--- src/rtl/speck_encrypt_iter.sv ---
// Iterative SPECK128/128 encryption engine.
// One round per clock; round keys are produced on the fly by a key-schedule
// datapath that runs alongside the block datapath. The key used in the final
// round is exported so a decrypt engine can walk the schedule backwards.
//
// Handshake: signal_start is a request sampled only while IDLE. Once sampled,
// plaintext and key are latched and further starts are ignored until the
// engine is back in IDLE. finished pulses for exactly one cycle when
// ciphertext and last_round_key hold the new result; both then hold until
// the next completion or reset.
module speck_encrypt_iter #(
  parameter int NR_ROUNDS  = 32,
  parameter int BLOCK_SIZE = 64,
  parameter int KEY_SIZE   = 128,
  parameter int ALPHA      = 8,
  parameter int BETA       = 3
) (
  input  logic                  clk,
  input  logic                  rst_n,
  input  logic                  signal_start,
  input  logic [KEY_SIZE-1:0]   plaintext,
  input  logic [KEY_SIZE-1:0]   key,
  output logic [KEY_SIZE-1:0]   ciphertext,
  output logic [BLOCK_SIZE-1:0] last_round_key,
  output logic                  finished,
  output logic                  busy,
  output logic [3:0]            state_response
);

  localparam int CTR_W = $clog2(NR_ROUNDS);

  typedef enum logic [3:0] {
    IDLE  = 4'd0,
    ROUND = 4'd1,
    DONE  = 4'd2
  } state_t;

  state_t state;
  state_t next_state;

  logic [CTR_W-1:0]      round_ctr;
  logic [BLOCK_SIZE-1:0] x;
  logic [BLOCK_SIZE-1:0] y;
  logic [BLOCK_SIZE-1:0] k;
  logic [BLOCK_SIZE-1:0] l;

  logic [BLOCK_SIZE-1:0] x_next;
  logic [BLOCK_SIZE-1:0] y_next;
  logic [BLOCK_SIZE-1:0] k_next;
  logic [BLOCK_SIZE-1:0] l_next;
  logic [BLOCK_SIZE-1:0] round_idx;
  logic                  last_round;
  logic                  start_accept;

  assign round_idx    = {{(BLOCK_SIZE-CTR_W){1'b0}}, round_ctr};
  assign last_round   = (round_ctr == CTR_W'(NR_ROUNDS - 1));
  assign start_accept = (state == IDLE) && signal_start;

  // One SPECK round plus one key-schedule step; additions wrap mod 2^n.
  always_comb begin
    x_next = (((x >> ALPHA) | (x << (BLOCK_SIZE - ALPHA))) + y) ^ k;
    y_next = ((y << BETA) | (y >> (BLOCK_SIZE - BETA))) ^ x_next;
    l_next = (((l >> ALPHA) | (l << (BLOCK_SIZE - ALPHA))) + k) ^ round_idx;
    k_next = ((k << BETA) | (k >> (BLOCK_SIZE - BETA))) ^ l_next;
  end

  // State register.
  always_ff @(posedge clk or negedge rst_n) begin
    if (!rst_n) begin
      state <= IDLE;
    end else begin
      state <= next_state;
    end
  end

  // Next-state logic; unused encodings fall back to IDLE.
  always_comb begin
    next_state = state;
    case (state)
      IDLE:    if (signal_start) next_state = ROUND;
      ROUND:   if (last_round) next_state = DONE;
      DONE:    next_state = IDLE;
      default: next_state = IDLE;
    endcase
  end

  // Working registers: load on accepted start, advance one round while in ROUND.
  always_ff @(posedge clk or negedge rst_n) begin
    if (!rst_n) begin
      x         <= '0;
      y         <= '0;
      k         <= '0;
      l         <= '0;
      round_ctr <= '0;
    end else if (start_accept) begin
      x         <= plaintext[KEY_SIZE-1:BLOCK_SIZE];
      y         <= plaintext[BLOCK_SIZE-1:0];
      k         <= key[BLOCK_SIZE-1:0];
      l         <= key[KEY_SIZE-1:BLOCK_SIZE];
      round_ctr <= '0;
    end else if (state == ROUND) begin
      x <= x_next;
      y <= y_next;
      k <= k_next;
      l <= l_next;
      if (!last_round) begin
        round_ctr <= round_ctr + 1'b1;
      end
    end
  end

  // Result registers: only written on the final round, so partial values never show.
  always_ff @(posedge clk or negedge rst_n) begin
    if (!rst_n) begin
      ciphertext     <= '0;
      last_round_key <= '0;
      finished       <= 1'b0;
    end else begin
      finished <= (state == ROUND) && last_round;
      if ((state == ROUND) && last_round) begin
        ciphertext     <= {x_next, y_next};
        last_round_key <= k;
      end
    end
  end

  assign busy           = (state == ROUND);
  assign state_response = state;

endmodule

--- config.mk ---
export PLATFORM = sky130hd
export DESIGN_NAME = speck_encrypt_iter
export DESIGN_NICKNAME = d
export VERILOG_FILES = /design/src/rtl/speck_encrypt_iter.sv
export SDC_FILE = /design/constraint.sdc
export NUM_CORES = 1
export LEC_CHECK = 0
export CAP_MARGIN = 20
export CORE_MARGIN = 1.5
export CORE_UTILIZATION = 35
export DETAILED_ROUTE_END_ITERATION = 8
export SLEW_MARGIN = 20
export SYNTH_ARGS = -nofsm -noshare
export SYNTH_HDL_FRONTEND = slang
export SYNTH_SLANG_ARGS = --single-unit
--- constraint.sdc ---
create_clock -name clk -period 6.46 [get_ports clk]
set_clock_uncertainty 0.1 [all_clocks]
set_input_delay 1.292 -clock clk [delete_from_list [all_inputs] [get_ports clk]]
set_output_delay 1.292 -clock clk [all_outputs]
set_load 0.02 [all_outputs]
==> summary.txt <==
Final layout
  – Final net count: 4072
  – Area Growth Syn to Fin: 25.2%
  – Fraction of layout cells with a size suffix above 1: 0.0507
  – Fillers: 8034

Yosys
  – Asr flop ratio synth: 1.00
  – Register area share after synthesis: 0.391
  – Top-area cell type share of the netlist area: 0.391
  – Top FF cell, synth: dfrtp_1
  – Count leader, synth: nand2_1
  – Post-synth top cells: nand2_1 (571), dfrtp_1 (456), a21oi_1 (309)
  – Cell count after synthesis: 3375
  – Synth Cell Area: 29200 µm²
  – Count of cell types in the netlist: 101
  – Post-synth EDFFs: 0
  – Synth warn: 0
  – #FFs+latches synth: 456
  – Main area contributors after synthesis: dfrtp_1 (39%), nand2_1 (7.3%), xnor2_1 (5.7%)
  – Leading area contributor after synthesis: dfrtp_1
  – Syn avg cell area: 8.64 µm²

Critical path
  – R2R Path End: last_round_key[39]
  – Startpoint types: flip-flop
  – Crit path capture: busy
  – Worst path slowest cell: dfrtp_4
  – CP arrival: 3190 ps
  – Critical path class: reg2out
  – CP required: 5070 ps
  – Cells along the critical path: nand2_2, inv_8, clkdlybuf4s50_1
  – Setup crit end kind: primary output
  – R2R setup slack: 2180 ps
  – CP startpoint: state_response[0]
  – R2R cell count: 7
  – CP max FO: 109
  – Reg-to-reg startpoint: state_response[0]
  – Crit-path max cell delay: 970 ps

CTS
  – Reg clk slew, reported paths: 60 ps
  – CTS root buf: clkbuf_16
  – Post-cts hold buffer count: 0
  – Setup bufs post-CTS: 0
  – CTS Buf Count: 54
  – Max clock buf depth: 3
  – TritonCTS clock tree: done
  – Post-cts resize count: 0
  – CTS Sinks: 456
  – CTS H-tree depth: 2
  – Skew-Pair Late Insertion Delay: 630 ps

Detailed routing
  – Post-DR vias/cell: 5.75
  – Routed Antenna Nets: 0
  – Via count: 27600
  – 1st-pass router iterations: 5
  – WL per Instance: 25.4 µm
  – DRC: 0
  – Post-Route WL: 122000 µm
  – Initial DRC Count: 2116

Floorplanning
  – Starting Density: 0.355
  – Site row count: 105
  – Die area: 85100 µm²
  – Die H: 292 µm
  – Core area: 82200 µm²
  – DIE WIDTH: 292 µm
  – Io pins: 457

Global routing
  – First-pass GRT wire length: 180000 µm
  – Vias in the first global route: 26800
  – Largest net degree at the start of global routing: 152
  – Total track usage: 0.280
  – Grt ovf: 0
  – Initial antenna violation count: 6

STA
  – Final min period: 4580 ps
  – Hold Vio Cnt, Final: 0
  – Slew @ Worst Pin: 1160 ps
  – RSZ-0062 raised after global routing: false
  – Final critical-path share of the clock period: 0.710
  – TNS Setup: 0 ps
  – FMAX: 218 MHz
  – Max-slew violation count: 0
  – # setup viols final: 0
  – Slew margin rel.: 0.224

Placement
  – IO Port Bufs: 454
  – DP Wirelength: 90400 µm
  – GPL Wtd Cong: 0.939

Hold path
  – Worst min path class: reg2reg

Flow run
  – Max cap viols: 0

Status
  – Status: completed
[state kept, by name, summed over array words and instances (netlist names)]
| name | flops |
|---|---|
| round_ctr | 5 |
| state_response | 2 |
| l | 64 |
| y | 64 |
| k | 64 |
| ciphertext | 128 |
| x | 64 |
| last_round_key | 64 |
| finished | 1 |
[worst min-delay path by stage]
stage / depth (start not counted) / slack [ps] / end / startpoint
detailed placement: 2 / 360 / ciphertext[12] / ciphertext[12]
floorplan: 2 / 340 / l[37] / l[37]
global route: 2 / 390 / last_round_key[28] / last_round_key[28]
finish: 2 / 370 / last_round_key[12] / last_round_key[12]
CTS: 2 / 380 / ciphertext[12] / ciphertext[12]
global placement: 2 / 360 / ciphertext[99] / ciphertext[99]
[layout by cell type, fill, tap and decap left out, types with 40 or more instances in the layout]
| cell type | instances |
|---|---|
| a21o_1 | 72 |
| a21oi_1 | 309 |
| clkbuf_16 | 55 |
| clkdlybuf4s50_1 | 452 |
| dfrtp_1 | 455 |
| ha_1 | 128 |
| inv_1 | 48 |
| nand2_1 | 568 |
| nand4_1 | 40 |
| nor2_1 | 145 |
| nor3_1 | 44 |
| o21ai_0 | 284 |
| o22a_1 | 122 |
| o22ai_1 | 201 |
| xnor2_1 | 190 |
| xor2_1 | 115 |
[kinds of logic (layout without fill, tap and decap cells)]
logic type / count (synthesis) / count (layout) / synth area share
AND/OR/NAND/NOR: 978 / 978 / 0.148
other: 1 / 3 / 0.000129
adder cells (fa/ha/maj): 130 / 130 / 0.0563
flip-flops: 456 / 456 / 0.391
AO/OA/AOI/OAI: 1203 / 1203 / 0.264
XOR/XNOR: 316 / 316 / 0.0996
buffers and inverters: 285 / 636 / 0.0389
multiplexers: 6 / 6 / 0.00214
[cell type report]
cell class                      count  area [µm²]  share of cell area
Antenna cell                        1        2.50           0.0000685
Timing Repair Buffer              485        4840               0.133
Clock inverter                     24         443              0.0121
Inverter                           51         201             0.00552
Clock buffer                       76        1600              0.0437
Tap cell                         1070        1340              0.0367
Multi-Input combinational cell   2635       16700               0.457
Sequential cell                   456       11400               0.313
[worst max-delay path: cells and delay by family (launching register included)]
family                 cells  cell delay (ps)
buffers and inverters      2             1380
DFF                        1              970
and+or+nand+nor            1              210
[routing by layer]
metal	share of wire	up-vias	wire length, µm	GRT usage
li1	-	12800	-	-
met4	0.027	6	3340	0.0765
met5	0.00033	-	40	0
met1	0.45	13600	55400	0.401
met2	0.45	1086	54800	0.435
met3	0.068	177	8260	0.0426
[through the flow]
stage	hold slack [ps]	setup slack [ps]	instances	cell area, µm²	utilization
2_1_floorplan	343	3290	3376	29200	-
3_3_place_gp	359	2230	4697	34500	0.419
3_5_place_dp	362	2170	4697	34500	0.419
4_1_cts	377	1740	4797	36500	0.444
5_1_grt	393	1720	4797	36500	0.444
6_report	373	1880	4798	36500	0.444
Power is left out: the tool's default activity adds up to more than one toggle a clock period on the data nets, which glitch-free logic cannot reach.
==> RTL edit (same flow settings) <==
Set the parameter `NR_ROUNDS` to 64 (it was 32).
--- a/src/rtl/speck_encrypt_iter.sv
+++ b/src/rtl/speck_encrypt_iter.sv
@@ -9,7 +9,7 @@
 // ciphertext and last_round_key hold the new result; both then hold until
 // the next completion or reset.
 module speck_encrypt_iter #(
-  parameter int NR_ROUNDS  = 32,
+  parameter int NR_ROUNDS  = 64,
   parameter int BLOCK_SIZE = 64,
   parameter int KEY_SIZE   = 128,
   parameter int ALPHA      = 8,
Behaviour: no difference found for any inputs over 10 cycles, from zero or initial values and one cycle with rst_n low; that may be too few to reach the edited logic, so the function may still have changed.
==> RTL edit against the unedited design <==
- worst setup slack worse by 0.044 ns
- non-clock buffer count up 1
- sequential cell count up 1
- wire length down 2.3%
- area after synthesis down 1.5%
- design area down 1.7%
Power is left out: the tool's default activity adds up to more than one toggle a clock period on the data nets, which glitch-free logic cannot reach.
==> RTL edit: results (changes against the unedited design) <==
Parameter                              Value

Setup path
  Biggest cell delay along the critical path    0.75 ns (-0.22 ns)
  Worst reg-to-reg path cell count    14 (+7)
  Worst endpoint data arrival time    3.24 ns (+0.05 ns)
  Endpoint of the worst register-to-register path    l[54]
  Critical Path Sink    busy
  Reg-to-Reg Start    k[0]
  FF-to-FF setup slack    2.12 ns (-0.06 ns)
  CP max FO    53 (-51%)
  Launch point of the worst path    state_response[1]
  Slowest stage cell on the critical path    clkdlybuf4s50_1

Logic synthesis
  Largest cells by area after synthesis    dfrtp_1 (40%), nand2_1 (8.1%), xnor2_1 (6.3%)
  Synth cell count leaders    nand2_1 (618), dfrtp_1 (457), a21oi_1 (264)
  Count of cell types in the netlist    84 (-17%)
  Fraction of the yosys area taken by sequential cells    39.8% (+0.70 points)
  Proportion of register bits with asynchronous set or reset after synthesis    100% (unchanged)
  Synth Warn #    0 (unchanged)

Route
  Via count    27200 (-1.3%)
  Violation count after the first detailed-route iteration    2238 (+5.8%)
  Total wire length    119000 um (-2.3%)
  Detailed-router iteration count before antenna repair    5 (unchanged)

Cells and area
  Share of layout cells above drive strength 1    4.61% (-0.46 points)
  Max FFs per register    128 (unchanged)
  Area delta synth->final    25.0%
  Fin nets    4052 (-0.49%)

Clock network
  Number of clock buffers inserted by TritonCTS    54 (unchanged)
  Number of setup buffers added after CTS    0 (unchanged)
  Clock slew at reported path FFs    0.06 ns (about the same)
  Clock tree root buffer cell    clkbuf_16
  Quantity of hold-fixing buffers added after cts    0 (unchanged)
  Depth of the CTS H-tree    2 (unchanged)
  Clk_lat worst skew    0.63 ns (about the same)

Place
  Half-perimeter wire length after placement    88200 um (-2.4%)
  Number of buffers added on ports    454 (unchanged)
  Final Wtd Congestion    0.928 (-1.2%)

Hold path
  Worst hold path cell count    2 (unchanged)
  Class of the tightest hold or removal check    reg -> reg

GRT
  Total routing usage reported by global routing    27.8% (-0.12 points)
  Wire length of the first global-routing pass    175000 um (-2.6%)
  Met1 track demand over resource    39.9% (-0.27 points)
  Global-route track usage on met3    4.25% (-0.010 points)
  Largest net degree at the start of global routing    127 (-16%)
  Vias in the first global route    26400 (-1.5%)
  Number of antenna violations at the first check in global routing    8 (+2)
  Met2 global-route usage    43.4% (-0.13 points)

Timing
  Worst slew slack as a fraction of its limit    29.1% (+6.7 points)

Outcome
  Run status    completed
[RTL edit: cell families (layout without fill, tap and decap cells)]
kind of cell,after synthesis,after routing,share of synthesized area (%)
AOI/OAI and AO/OA,1114,1114,24.9
xor gates and xnor gates,316,316,10.2
adders and majority gates,129,129,5.67
buffers and inverters,276,634,3.69
DFF,457,457,39.8
muxes,10,10,0.370
other,1,6,0.0131
and+or+nand+nor,1047,1047,15.4
[RTL edit: how the worst min path moves through the flow]
stage                        from                  to  slack (ns)
3_5_place_dp   last_round_key[30]  last_round_key[30]        0.36
4_1_cts        last_round_key[61]  last_round_key[61]        0.38
5_1_grt             ciphertext[4]       ciphertext[4]        0.39
3_3_place_gp       ciphertext[91]      ciphertext[91]        0.36
6_report           ciphertext[10]      ciphertext[10]        0.37
2_1_floorplan               l[12]               l[12]        0.35
[RTL edit: stage by stage]
stage	instances	worst slack, ns	cell area, sq um	hold WS (ns)	utilization [%]
2_1_floorplan	3351	2.89	28700	0.350	-
3_3_place_gp	4668	2.25	34100	0.359	42.1
3_5_place_dp	4668	2.22	34100	0.362	42.1
4_1_cts	4769	1.79	35900	0.378	44.3
5_1_grt	4770	1.73	35900	0.387	44.4
6_report	4773	1.83	35900	0.373	44.4
[RTL edit: routing by layer]
metal | routed length (um) | share of wire, %
met5 | 32 | 0.027
met4 | 3470 | 2.9
met3 | 8990 | 7.6
met1 | 53500 | 45
met2 | 53100 | 45
[RTL edit: layout make-up]
class / instances / area [sq um]
Inverter: 47 / 186
Fill cell: 8030 / 45000
Clock inverter: 27 / 314
Timing Repair Buffer: 486 / 4830
Multi-Input combinational cell: 2618 / 16300
Antenna cell: 4 / 10.0
Sequential cell: 457 / 11400
Tap cell: 1060 / 1330
Clock buffer: 74 / 1520
[RTL edit: worst min-delay path, stage by stage, from the launching register on]
cell     delay [ns]
dfrtp_1        0.34
nand2_1        0.05
nand2_1        0.05
